File: src/rtl/addsub_seq_pkg.sv
// Shared types and helpers for the multi-word add/subtract sequencer.
// Holds the control FSM state encoding and the signed-overflow rule.
package addsub_seq_pkg;

   typedef enum logic [1:0] {
      IDLE = 2'd0,
      RUN  = 2'd1,
      DONE = 2'd2
   } state_t;

   // Overflow occurs when both effective operands share a sign and the result does not.
   function automatic logic calc_ovf(input logic a_msb,
                                     input logic b_msb,
                                     input logic sub,
                                     input logic g_msb);
      logic beff_msb;
      beff_msb = b_msb ^ sub;
      return (a_msb == beff_msb) && (g_msb != a_msb);
   endfunction

endpackage

File: src/rtl/adder_subtractor_rc.sv
// WIDTH-bit ripple-carry adder/subtractor: {co,g} = a + (sub ? ~b : b) + ci.
// Purely combinational; used as the shared per-word datapath.
module adder_subtractor_rc #(
   parameter int WIDTH = 4
) (
   input  logic [WIDTH-1:0] a,
   input  logic [WIDTH-1:0] b,
   input  logic             sub,
   input  logic             ci,
   output logic [WIDTH-1:0] g,
   output logic             co
);

   logic [WIDTH:0]   w_c;
   logic [WIDTH-1:0] w_beff;

   assign w_c[0] = ci;

   generate
      for (genvar gi = 0; gi < WIDTH; gi++) begin : g_bit
         assign w_beff[gi]  = b[gi] ^ sub;
         assign g[gi]       = a[gi] ^ w_beff[gi] ^ w_c[gi];
         assign w_c[gi + 1] = (a[gi] & w_beff[gi]) | (w_c[gi] & (a[gi] ^ w_beff[gi]));
      end
   endgenerate

   assign co = w_c[WIDTH];

endmodule

File: src/rtl/multiword_addsub_seq.sv
// Multi-precision add/subtract: one WIDTH-bit word per clock through a single
// shared ripple-carry unit, LSW first, carry chained through a register.
module multiword_addsub_seq
   import addsub_seq_pkg::*;
#(
   parameter int WIDTH = 4,
   parameter int WORDS = 4
) (
   input  logic                   clk,
   input  logic                   reset,
   input  logic                   start,
   input  logic                   sub,
   input  logic [WIDTH*WORDS-1:0] a,
   input  logic [WIDTH*WORDS-1:0] b,
   output logic                   busy,
   output logic                   done,
   output logic [WIDTH*WORDS-1:0] g,
   output logic                   co,
   output logic                   ovf
);

   localparam int N  = WIDTH * WORDS;
   localparam int IW = (WORDS > 1) ? $clog2(WORDS) : 1;

   state_t          r_state;
   state_t          w_state_next;
   logic [N-1:0]    r_a;
   logic [N-1:0]    r_b;
   logic [N-1:0]    r_g;
   logic            r_sub;
   logic            r_carry;
   logic            r_co;
   logic            r_ovf;
   logic [IW-1:0]   r_idx;

   logic [WIDTH-1:0] w_a_word;
   logic [WIDTH-1:0] w_b_word;
   logic [WIDTH-1:0] w_g_word;
   logic             w_co_word;
   logic             w_last;
   logic             w_accept;

   assign w_a_word = r_a[r_idx*WIDTH +: WIDTH];
   assign w_b_word = r_b[r_idx*WIDTH +: WIDTH];
   assign w_last   = (r_idx == IW'(WORDS - 1));
   assign w_accept = (r_state == IDLE) && start;

   adder_subtractor_rc #(.WIDTH(WIDTH)) u_addsub (
      .a   (w_a_word),
      .b   (w_b_word),
      .sub (r_sub),
      .ci  (r_carry),
      .g   (w_g_word),
      .co  (w_co_word)
   );

   always_ff @(posedge clk or posedge reset) begin
      if (reset) begin
         r_state <= IDLE;
      end else begin
         r_state <= w_state_next;
      end
   end

   always_comb begin
      w_state_next = r_state;
      case (r_state)
         IDLE:    if (start) w_state_next = RUN;
         RUN:     if (w_last) w_state_next = DONE;
         DONE:    w_state_next = IDLE;
         default: w_state_next = IDLE;
      endcase
   end

   always_ff @(posedge clk or posedge reset) begin
      if (reset) begin
         r_a     <= '0;
         r_b     <= '0;
         r_g     <= '0;
         r_sub   <= 1'b0;
         r_carry <= 1'b0;
         r_co    <= 1'b0;
         r_ovf   <= 1'b0;
         r_idx   <= '0;
      end else if (w_accept) begin
         r_a     <= a;
         r_b     <= b;
         r_sub   <= sub;
         r_carry <= sub;
         r_g     <= '0;
         r_co    <= 1'b0;
         r_ovf   <= 1'b0;
         r_idx   <= '0;
      end else if (r_state == RUN) begin
         r_g[r_idx*WIDTH +: WIDTH] <= w_g_word;
         r_carry                   <= w_co_word;
         r_idx                     <= r_idx + 1'b1;
         // Flags are captured with the last word so they are valid during DONE.
         if (w_last) begin
            r_co  <= w_co_word;
            r_ovf <= calc_ovf(r_a[N-1], r_b[N-1], r_sub, w_g_word[WIDTH-1]);
            r_idx <= '0;
         end
      end
   end

   assign busy = (r_state != IDLE);
   assign done = (r_state == DONE);
   assign g    = r_g;
   assign co   = r_co;
   assign ovf  = r_ovf;

endmodule
File: config.mk
export PLATFORM = sky130hd
export DESIGN_NAME = multiword_addsub_seq
export DESIGN_NICKNAME = d
export VERILOG_FILES = /design/src/rtl/addsub_seq_pkg.sv /design/src/rtl/adder_subtractor_rc.sv /design/src/rtl/multiword_addsub_seq.sv
export SDC_FILE = /design/constraint.sdc
export NUM_CORES = 1
export LEC_CHECK = 0
export ABC_AREA = 0
export BUFFER_PORTS_ARGS = -buffer_cell sky130_fd_sc_hd__buf_2
export CORE_ASPECT_RATIO = 0.75
export CORE_MARGIN = 10
export CORE_UTILIZATION = 55
export CTS_BUF_LIST = sky130_fd_sc_hd__clkbuf_4 sky130_fd_sc_hd__clkbuf_8
export DETAILED_ROUTE_END_ITERATION = 8
export GPL_ROUTABILITY_DRIVEN = 0
export HOLD_SLACK_MARGIN = 0.1
export MAX_ROUTING_LAYER = met4
export PLACE_DENSITY = 0.83
export SKIP_CTS_REPAIR_TIMING = 1
export SLEW_MARGIN = 20
export SYNTH_ARGS = -nofsm -noshare
export SYNTH_HDL_FRONTEND = slang
export SYNTH_SLANG_ARGS = --single-unit
File: constraint.sdc
create_clock -name clk -period 7.35 [get_ports clk]
set_input_delay 0.3675 -clock clk [delete_from_list [all_inputs] [get_ports clk]]
set_output_delay 0.3675 -clock clk [all_outputs]
set_load 0.005 [all_outputs]
## Yosys cells after proc, flatten, opt, wreduce, memory -nomap -nowiden

Index checks and enable logic that the tools add are counted.

| word-level totals | value |
|---|---|
| register bits | 56 |
| input port bits | 36 |
| output and inout port bits | 20 |
| logic and storage cells | 72 |

| operators by class | value |
|---|---|
| $add $sub $neg | 2 |
| equality and inequality tests | 7 |
| shift operators | 4 |
| multiplexer cells | 17 |
| bitwise operators | 25 |
| reductions and logical operators | 8 |

Operators by type and width:

| kind | number |
|---|---|
| 4-bit negation with 34-bit output | 1 |
| 4-bit by 34-bit variable shift with 16-bit output (first input constant) | 1 |
| 4-bit by 34-bit variable part select with 16-bit output | 1 |
| 16-bit two-way mux | 2 |
| 16-bit by 5-bit variable part select with 4-bit output | 2 |
| 16-bit bitwise mux | 1 |
| 1-bit XOR | 13 |
| 2-bit two-way mux | 5 |
| 1-bit bitwise AND | 8 |
| 1-bit two-way mux | 8 |
| 2-bit nonzero test | 3 |
| 2-bit == test (second input constant) | 2 |
| 2-bit inequality test (second input constant) | 2 |
| 1-bit bitwise OR | 4 |
| 2-bit one-hot mux with 2 select lines | 1 |
| 2-bit AND reduction | 2 |
| 2-bit by 1-bit adder with 2-bit output (second input constant) | 1 |
| 2-bit by 1-bit == test with 1-bit output (second input constant) | 1 |
| 1-bit logical AND | 2 |
| 2-bit zero test | 1 |
| 1-bit == test | 1 |
| 1-bit inequality test | 1 |

## Longest topological paths before layout

Gate-level depths: netlist (run 1).

| logic depth | value |
|---|---|
| depth after elaboration | 15 |
| mapped depth | 11 |

## Modules after synthesis

From an unflattened synthesis (run 1), not the netlist that was laid out.

| second synthesis, totals | value |
|---|---|
| cell total of the unflattened synthesis | 191 |
| area, all modules | 2717.6 um2 |

Modules (own cells, without submodules):

| module | instances | cells an instance | area an instance (um2) | sequential area each (um2) |
|---|---|---|---|---|
| multiword_addsub_seq | 1 | 175 | 2572.5 | 1401.3 |
| adder_subtractor_rc | 1 | 16 | 145.1 | 0.0 |

## Worst setup path after synthesis (run 1)

OpenSTA, ideal clock, no wires.

| timing path | value |
|---|---|
| kind | flip-flop to flip-flop |
| start | register r_idx[0] |
| end | register r_ovf (netlist: ovf) |
| setup time | 0.094 ns |
| arrival | 3.084 ns |
| required time | 7.256 ns |
| slack | 4.173 ns |
| cell stages (with the launch flop) | 11 |
| clock period less this slack | 3.177 ns |
| cell sequence | dfrtp_1 > mux4_1 > xor2_1 > fa_1 > inv_1 > fa_1 > fa_1 > fa_1 > and2_1 > mux2i_1 > a211oi_1 |

| on the way | value |
|---|---|
| longest elaborated chain between the ends | 15 |
| elaborated cells between the ends (all ways) | 28 |

RTL lines:

| what | line | source |
|---|---|---|
| start: declaration | multiword_addsub_seq.sv:34 | `logic [IW-1:0] r_idx;` |
| start signal: assignment | multiword_addsub_seq.sv:97 | `r_idx <= r_idx + 1'b1;` |
| 16-bit by 5-bit variable part select with 4-bit output | multiword_addsub_seq.sv:44 | `assign w_b_word = r_b[r_idx*WIDTH +: WIDTH];` |
| 1-bit XOR | adder_subtractor_rc.sv:21 | `assign w_beff[gi] = b[gi] ^ sub;` |
| 1-bit XOR | adder_subtractor_rc.sv:23 | `assign w_c[gi + 1] = (a[gi] & w_beff[gi]) \| (w_c[gi] & (a[gi] ^ w_beff[gi]));` |
| 1-bit bitwise AND | adder_subtractor_rc.sv:23 |  |
| 1-bit bitwise OR | adder_subtractor_rc.sv:23 |  |
| 1-bit bitwise AND | adder_subtractor_rc.sv:23 |  |
| 1-bit bitwise OR | adder_subtractor_rc.sv:23 |  |
| 1-bit bitwise AND | adder_subtractor_rc.sv:23 |  |
| 1-bit bitwise OR | adder_subtractor_rc.sv:23 |  |
| 1-bit XOR | adder_subtractor_rc.sv:22 | `assign g[gi] = a[gi] ^ w_beff[gi] ^ w_c[gi];` |
| 1-bit inequality test | addsub_seq_pkg.sv:18 | `return (a_msb == beff_msb) && (g_msb != a_msb);` |
| 1-bit logical AND | addsub_seq_pkg.sv:18 |  |
| 1-bit two-way mux | multiword_addsub_seq.sv:99 | `if (w_last) begin` |
| 1-bit two-way mux | multiword_addsub_seq.sv:94 | `end else if (r_state == RUN) begin` |
| 1-bit two-way mux | multiword_addsub_seq.sv:85 | `end else if (w_accept) begin` |
| end signal: assignment | multiword_addsub_seq.sv:101 | `r_ovf <= calc_ovf(r_a[N-1], r_b[N-1], r_sub, w_g_word[WIDTH-1]);` |
| end: declaration | multiword_addsub_seq.sv:33 | `logic r_ovf;` |

Parallel ways exist; a longest one is shown, timed or not. The select of a mux whose other input is x is not followed.
A chain may end at the register's enable or synchronous reset.

## Worst setup path in the final report (run 1)

Same ends and word-level chain as after synthesis.

==> flow_metrics.tcl, run 1 <==
set metrics [dict create \
    outcome "complete, no violations" \
    ys_top_cells_by_area "dfrtp_1 53%, mux2_2 14%, mux4_1 7.9%" \
    cts_root_buffer "clkbuf_8" \
    cts_sinks 56 \
    dr.pass1.iters 4 \
    drt-total-wl_mm 5.39 \
    place_inst 296 \
    placement.io_buffers 55 \
    slowest_stage "dfrtp_1" \
    slew_violations 0 \
    multi_input_area_um2 1110 \
    leakage_nw 1.44 \
    critPathKind "reg2reg" \
    reg2reg_slack_ps 3550 \
    hold_ws_ps 167 \
    syn_to_final_growth_pct 14.2 \
    grt_overflow_total 0 \
    die_area_um2 8060 \
    antenna_found_initial 0 \
    period_share_pct 51.7 \
    crit_buf_inv 1 \
    clockBufferDepth 2 \
    final_cells 304 \
    slew-limit-headroom_pct 55.5 \
    synth_seq_cells 56 \
    tightestPinTransition_ps 668 \
    crit_top_cell "fa_1" \
    timing.fmax_mhz 263 \
    synth_cells 193 \
    rows 21 \
    nFillCells 361 \
    yosysUniqueCellTypes 33 \
    worst-path-max-fanout 14 \
    syn_nets 237 \
    grt_pass1_vias 1825 \
    drt-wirelength-per-cell_um 17.7 \
    setup_viol 0 \
    initial_core_util_pct 58.3 \
    syn-cell-area_um2 2670 \
    worstReg2RegEnd "ovf" \
    die_height_um 80.3 \
    rr_startpoint "r_idx[0]" \
    htree_levels 2 \
    crit_arrival_ps 4020 \
    synthFlopType "dfrtp_1" \
    grt_max_degree 57 \
    ff2ff_path_depth 10 \
    clk_pin_slew_ps 90 \
    start_kind "flip-flop" \
    dieWidth_um 100 \
    worstPathRequired_ps 7570 \
    vias 1663 \
    setup_tns_ps 0 \
    async_flop_share_pct 100 \
    peakVddDrop_v 0.000279 \
    post-route-min-period_ps 3800 \
    regArea_um2 1400 \
    io_pins 56 \
    yosys.area.top_type "dfrtp_1" \
    maxCapViolCount 0 \
    viasPerCell 5.47 \
    end_kind "flip-flop" \
    drc 0 \
    synth.avg_cell_area_um2 13.8 \
    grt_pass1_wl_mm 9.20 \
    holdCritPathClass "in2async" \
    antennaDiodeCount 0 \
    synth_edf_count 0 \
    cpPeakStageDelay_ps 750 \
    finClkSkew_ps 3.48 \
    nNetsFinal 290 \
    crit_start "r_idx[0]" \
    grtUsageTotal_pct 14.5 \
    yosysWarnings 0 \
    drive_above_1_share_pct 41.3 \
    crit_chain "mux4_1 -> xor2_1 -> fa_1 -> inv_1 -> fa_1 -> fa_1 -> fa_1 -> and2_1 -> mux2i_1 -> a211oi_1" \
    power_density_nw_per_um2 514 \
    hpwl_mm 3.93 \
    first_iter_violations 97 \
    seq_area_frac_synth_pct 52.6 \
    rsz0062_at_grt "false" \
    core-area_um2 4570 \
    yosysTopAreaCellShare_pct 52.6 \
    cts_tree "yes" \
    cts_buffers 5 \
    postRouteAntennaNets 0 \
    clock_latency_ps 300 \
    path_delay_family "adder cells" \
    finalHoldViolCount 0 \
]
-- layout make-up --
| class | instances | share of cell area, % |
|---|---|---|
| clock buffers | 8 | 3.20 |
| repair buffers | 55 | 9.04 |
| multi-input cells | 106 | 36.6 |
| flip-flops and latches | 56 | 46.0 |
| well taps | 57 | 2.34 |
| inverters | 22 | 2.79 |
-- power breakdown --
group	switching, mW	internal [mW]	leakage [nW]
Combinational	0.419	0.409	0.696
Sequential	0.112	0.446	0.695
Clock	0.0944	0.0845	0.0523
-- worst max path at each step --
stage / cells past startpoint / endpoint / slack, ps
2_1_floorplan: 10 / ovf / 4170
5_1_grt: 10 / ovf / 3360
6_report: 10 / ovf / 3550
4_1_cts: 10 / ovf / 3570
3_5_place_dp: 10 / ovf / 3590
3_3_place_gp: 10 / ovf / 3730
-- per-layer routing --
metal  wire length, µm  vias to the layer above  GRT usage [%]  part of all wire (%)
met4                53                        0           3.80                  0.98
met3               376                        8           4.11                   7.0
li1                  -                      785              -                     -
met5                 0                        -              -                     0
met1              2380                      805           18.6                    44
met2              2570                       65           22.3                    48
-- sequential cells by signal, indices dropped and copies added, names as in the netlist, 2 cells and up --
signal	count
r_b	16
r_state	2
r_idx	2
g	16
r_a	16
-- stage by stage --
| stage | total power, mW | util [%] | instance area (µm²) | setup slack (ps) |
|---|---|---|---|---|
| after global routing | 1.68 | 66.6 | 3050 | 3360 |
| after floorplan | 1.15 | - | 2670 | 4170 |
| after detailed placement | 1.39 | 64.5 | 2950 | 3590 |
| after CTS | 1.57 | 66.6 | 3050 | 3570 |
| final | 1.56 | 66.6 | 3050 | 3550 |
| after global placement | 1.35 | 64.4 | 2950 | 3730 |
-- cell usage after synthesis, types with 3 or more instances --
library cell,number
xnor2_1,5
inv_1,22
fa_1,4
o22ai_1,12
nand3_1,3
nand2_1,4
mux2_2,33
dfrtp_1,56
buf_6,4
a21oi_1,6
and2_1,3
ha_1,4
mux4_1,8
o2bb2ai_1,4
-- cells in the final DEF, fill, tap and decap left out, types with 2 or more instances in the layout --
cell,netlist,layout
mux4_1,8,8
nand2_1,4,4
a211oi_1,2,2
nor2b_1,2,2
ha_1,4,4
o22ai_1,12,12
o2bb2ai_1,4,4
xnor2_1,5,5
a21oi_1,6,6
nand2b_1,2,2
clkbuf_4,0,2
and2_1,3,3
fa_1,4,4
nand3_1,3,3
buf_2,2,55
dfrtp_1,56,56
mux2_2,33,33
inv_1,22,21
clkbuf_8,0,6
nor2_1,2,2
-- cells by family (layout without fill, tap and decap cells) --
| kind of cell | Yosys count | after routing | share of synthesized area (%) |
|---|---|---|---|
| fa+ha+maj | 8 | 8 | 4.88 |
| mux | 42 | 42 | 22.2 |
| buf+inv | 31 | 85 | 5.63 |
| flops | 56 | 56 | 52.6 |
| compound gates | 29 | 29 | 7.41 |
| simple gates | 21 | 21 | 5.35 |
| xor+xnor | 6 | 6 | 1.97 |
Note: power is estimated with default switching activity, not from simulation.
==> inputs of run 2 (changes only) <==
Settings changed: ABC_AREA 0 to 1.
Clock period 7.35 ns to 3.9 ns, I/O delays scaled along.
==> flow_metrics.tcl, run 2 <==
set metrics [dict create \
    slew_violations 0 \
    synthFlopType "dfrtp_1" \
    synth_seq_cells 56 \
    worst-path-max-fanout 11 \
    htree_levels 2 \
    hpwl_mm 4.71 \
    synth_cells 353 \
    dpl_cell_area_um2 3040 \
    yosysWarnings 0 \
    antennaDiodeCount 0 \
    reg2reg_slack_ps 570 \
    p_switching_mw 1.25 \
    drt-wirelength-per-cell_um 13.6 \
    critPathKind "reg2reg" \
    viasPerCell 5.16 \
    power.share.combinational_pct 50.9 \
    synth.avg_cell_area_um2 7.80 \
    yosysTopAreaCellShare_pct 50.9 \
    grt_pass1_wl_mm 10.6 \
    ys_top_cells_by_area "dfrtp_1 51%, nand2_1 24%, nand3_1 5.3%" \
    worstPathRequired_ps 4150 \
    cts_buffers 5 \
    yosysUniqueCellTypes 22 \
    vias 2481 \
    crit_arrival_ps 3580 \
    synth_top_cells_by_count "176 x nand2_1, 56 x dfrtp_1, 29 x nand3_1" \
    finalInstanceArea_um2 3290 \
    outcome "complete, no violations" \
    rsz0062_at_grt "false" \
    syn_nets 397 \
    post-route-min-period_ps 3330 \
    synth.most_common_cell "nand2_1" \
    drive_above_1_share_pct 17.8 \
    clk_pin_slew_ps 90 \
    peakVddDrop_v 0.000413 \
    placement.io_buffers 55 \
    core-area_um2 4870 \
    initial_core_util_pct 56.5 \
    tightestPinTransition_ps 846 \
    synth_edf_count 0 \
    end_kind "flip-flop" \
    clock_latency_ps 300 \
    setup_tns_ps 0 \
    grtUsageTotal_pct 16.1 \
    slew-limit-headroom_pct 43.5 \
    drc 0 \
    dr.pass1.iters 5 \
    pwr-share-seq_pct 36.8 \
    mostFrequentLayoutCells "176 x nand2_1, 56 x dfrtp_1, 55 x buf_2" \
    clockPowerShare_pct 12.3 \
    yosys.area.top_type "dfrtp_1" \
    die_height_um 81.3 \
    grt_overflow_total 0 \
    syn_to_final_growth_pct 19.6 \
    period_share_pct 85.3 \
    holdCritPathClass "in2reg" \
    dieWidth_um 102 \
    maxCapViolCount 0 \
    setup_viol 0 \
    die_area_um2 8260 \
    antenna_found_initial 0 \
    nNetsFinal 464 \
    async_flop_share_pct 100 \
    mostFrequentLayoutCell "nand2_1" \
    seq_area_frac_synth_pct 50.9 \
    postRouteAntennaNets 0 \
    final_cells 481 \
    place_inst 457 \
    finClkSkew_ps 4.48 \
    cts_sinks 56 \
    start_kind "flip-flop" \
    grt_max_degree 57 \
    internal-power_mw 1.48 \
    power_density_nw_per_um2 829 \
    clockBufferDepth 2 \
    cts_root_buffer "clkbuf_8" \
    grt_pass1_vias 2326 \
    syn-cell-area_um2 2750 \
    timing.fmax_mhz 301 \
    leakage_nw 1.88 \
    cts_tree "yes" \
    finalHoldViolCount 0 \
    drt-total-wl_mm 6.53 \
    io_pins 56 \
    netSwitchingFraction_pct 45.6 \
    first_iter_violations 161 \
    rows 22 \
]
==> run 2: changes by cell type in the layout (fill, tap and decap cells not counted), sizes merged, moves of 4 or more <==
| cell | previous run | this run |
|---|---|---|
| nor2 | 3 | 15 |
| nand2 | 5 | 176 |
| o2bb2ai | 4 | 0 |
| o22ai | 12 | 2 |
| inv | 22 | 26 |
| xnor2 | 5 | 0 |
| mux4 | 8 | 0 |
| o21ai | 0 | 21 |
| dlygate4sd3 | 0 | 16 |
| nand3 | 3 | 30 |
| mux2 | 33 | 0 |
==> run 2: path summary, 6_finish.rpt <==
kind / start / to / depth (start not counted)
hold / removal: a[6] / r_a[6] / 3
hold reg to reg: g[6] / g[6] / 2
max in group asynchronous: reset / r_a[4] / 3
setup / recovery: r_idx[1] / g[7] / 14
setup reg to reg: r_idx[1] / g[7] / 14
min in group asynchronous: reset / r_b[7] / 3
==> run 2: area by class of cell <==
type,instances,area (µm²)
Timing Repair Buffer,73,450
Sequential cell,56,1400
Inverter,27,104
Tap cell,60,75.1
Fill cell,417,1580
Multi-Input combinational cell,257,1160
Clock buffer,8,97.6
==> run 2: kinds of logic after synthesis <==
kind of cell    count (synthesis)  share of synthesized area, %
simple gates                  223                          32.5
flops                          56                          50.9
buf+inv                        40                          6.86
compound gates                 26                          4.95
fa+ha+maj                       8                          4.73
==> run 2: worst max-delay path: stages, from the launching register on <==
cell and delay (ps):
dfrtp_1 550, clkinv_1 370, nand3_1 240, nand3_1 90
nand2_1 90, fa_1 160, inv_1 50, fa_1 390
fa_1 390, fa_1 500, nor2_1 160, nand2_1 80
inv_1 70, nand3_1 70, nand2_1 60
==> run 2: metal layers <==
metal	track usage, %	up-vias	share of wire, %
met5	-	-	0
met1	21.9	1148	47
met2	23.6	98	45
met3	4.50	12	7.2
met4	2.85	0	1.0
li1	-	1223	-
==> run 2: per-stage QoR <==
stage / hold WS (ps) / total power, mW / util (%) / setup WS, ps
after floorplan: 305 / 2.01 / - / 1000
after global placement: 389 / 2.32 / 62.2 / 786
after detailed placement: 347 / 2.37 / 62.3 / 674
after CTS: 18.4 / 2.71 / 64.3 / 651
after global routing: 96.6 / 3.00 / 67.6 / 364
final: 82.9 / 2.73 / 67.6 / 572
==> run 2: power by group through the flow <==
stage	combinational [mW]	clock, mW	sequential (mW)
4_1_cts	1.37	0.339	0.997
2_1_floorplan	1.07	0	0.940
3_5_place_dp	1.37	0	1.00
6_report	1.39	0.337	1.01
3_3_place_gp	1.32	0	0.996
5_1_grt	1.62	0.360	1.03
==> inputs of run 3 (changes only) <==
Settings changed: CORE_MARGIN 10 to 1.5.
==> flow_metrics.tcl, run 3 (synthesized netlist as in run 2, its figures left out) <==
set metrics [dict create \
    initial_core_util_pct 56.8 \
    mostFrequentLayoutCell "nand2_1" \
    crit_arrival_ps 3550 \
    peakVddDrop_v 0.000600 \
    grt_overflow_total 0 \
    grt.busiest_layer "met2" \
    final_util_pct 68.9 \
    totalPowerFinal_mw 2.70 \
    cts_root_buffer "clkbuf_8" \
    start_kind "flip-flop" \
    worst-path-max-fanout 11 \
    postRouteAntennaNets 0 \
    leakage_nw 1.90 \
    clockBufferDepth 2 \
    pwr-share-seq_pct 36.7 \
    grt.met1_usage_pct 33.2 \
    grtUsageTotal_pct 23.3 \
    finalHoldViolCount 0 \
    power.share.combinational_pct 52.0 \
    dieWidth_um 84.7 \
    cts_sinks 56 \
    slew-limit-headroom_pct 42.7 \
    dp_slack_ps 639 \
    outcome "complete, no violations" \
    cp.depth 14 \
    finClkSkew_ps 2.46 \
    holdCritPathClass "in2reg" \
    slowest_stage "dfrtp_1" \
    path_delay_family "adder cells" \
    mostFrequentLayoutCells "176 x nand2_1, 56 x dfrtp_1, 55 x buf_2" \
    first_iter_violations 126 \
    cts_buffers 5 \
    cpPeakStageDelay_ps 550 \
    die_height_um 64.3 \
    worst_slack_ps 598 \
    period_share_pct 84.7 \
    ff2ff_path_depth 14 \
    hp-start "b[13]" \
    syn_to_final_growth_pct 21.2 \
    grt_pass1_vias 2155 \
    place_inst 457 \
    critPathKind "reg2reg" \
    clk_pin_slew_ps 90 \
    vias 2479 \
    viasPerCell 5.10 \
    rr_startpoint "r_idx[1]" \
    crit_top_cell "fa_1" \
    crit_chain "clkinv_1 -> nand3_1 -> nand3_1 -> nand2_1 -> fa_1 -> inv_1 -> fa_1 -> fa_1 -> fa_1 -> nor2_1 -> nand2_1 -> inv_1 -> nand3_1 -> nand2_1" \
    drt-wirelength-per-cell_um 12.6 \
    cts_tree "yes" \
    htree_levels 2 \
    drt-total-wl_mm 6.14 \
    hpwl_mm 4.14 \
    grt_util_met2_pct 34.0 \
    crit_buf_inv 3 \
    placement.io_buffers 55 \
    hold_path_depth 3 \
    grt_pass1_wl_mm 9.73 \
    core-area_um2 4840 \
    antenna_found_initial 0 \
    setup_viol 0 \
    drc 0 \
    tightestPinTransition_ps 859 \
    power_density_nw_per_um2 808 \
    worstPathRequired_ps 4150 \
    setup_tns_ps 0 \
    clockPowerShare_pct 11.3 \
    dr.pass1.iters 4 \
    drive_above_1_share_pct 17.4 \
    antennaDiodeCount 0 \
    p_switching_mw 1.24 \
    netSwitchingFraction_pct 46.0 \
    internal-power_mw 1.46 \
    hold_end "r_b[13]" \
    grt_max_degree 57 \
    die_area_um2 5440 \
    slew_violations 0 \
    clock_latency_ps 300 \
    worstReg2RegEnd "g[7]" \
    maxCapViolCount 0 \
    nFillCells 424 \
    rows 22 \
    reg2reg_slack_ps 600 \
    final_cells 486 \
    post-route-min-period_ps 3300 \
    end_kind "flip-flop" \
    timing.fmax_mhz 303 \
    grt.met3_usage_pct 4.65 \
    nNetsFinal 470 \
    rsz0062_at_grt "false" \
    io_pins 56 \
]
[run 3: cell count changes in the layout (fill, tap and decap cells not counted), sizes merged]
cell and delta:
dlygate4sd3 +6, clkbuf -2, clkinv +1
[run 3: worst max-delay path by stage]
| stage | from | endpoint | slack (ps) |
|---|---|---|---|
| global route | r_idx[1] | g[7] | 320 |
| global placement | r_idx[1] | g[7] | 810 |
| finish | r_idx[1] | g[7] | 600 |
| floorplan | r_idx[0] | g[7] | 1000 |
| CTS | r_idx[1] | g[7] | 620 |
| detailed placement | r_idx[1] | g[7] | 640 |
[run 3: area by class of cell]
class / count / area, µm² / area share (%)
clock inverter: 1 / 5.00 / 0.150
timing repair buffer: 79 / 510 / 15.3
clock buffer: 6 / 76.3 / 2.29
multi-input combinational: 257 / 1160 / 34.9
inverter: 27 / 104 / 3.11
tap: 60 / 75.1 / 2.25
sequential: 56 / 1400 / 42.0
[run 3: layer usage]
layer / share of wire, % / vias to the layer above
li1: - / 1239
met1: 48 / 1159
met2: 45 / 72
met3: 5.8 / 9
met4: 1.0 / 0
met5: 0 / -
[run 3: power groups by stage]
stage | sequential (mW) | clock [mW] | combinational (mW)
after floorplan | 0.940 | 0 | 1.07
after global placement | 0.987 | 0 | 1.32
after detailed placement | 0.992 | 0 | 1.37
after CTS | 0.983 | 0.307 | 1.38
after global routing | 1.01 | 0.332 | 1.60
final | 0.989 | 0.304 | 1.40
[run 3: per-stage QoR]
stage | area, µm² | hold WS (ps)
floorplan | 2750 | 305
global placement | 3030 | 388
detailed placement | 3040 | 347
CTS | 3120 | 21.1
global route | 3340 | 103
finish | 3340 | 85.1
[run 3: worst register-to-register path: stages, from the launching register on]
cell and delay, ps:
dfrtp_1 550, clkinv_1 360, nand3_1 220, nand3_1 100
nand2_1 90, fa_1 170, inv_1 50, fa_1 380
fa_1 390, fa_1 500, nor2_1 170, nand2_1 90
inv_1 60, nand3_1 70, nand2_1 70
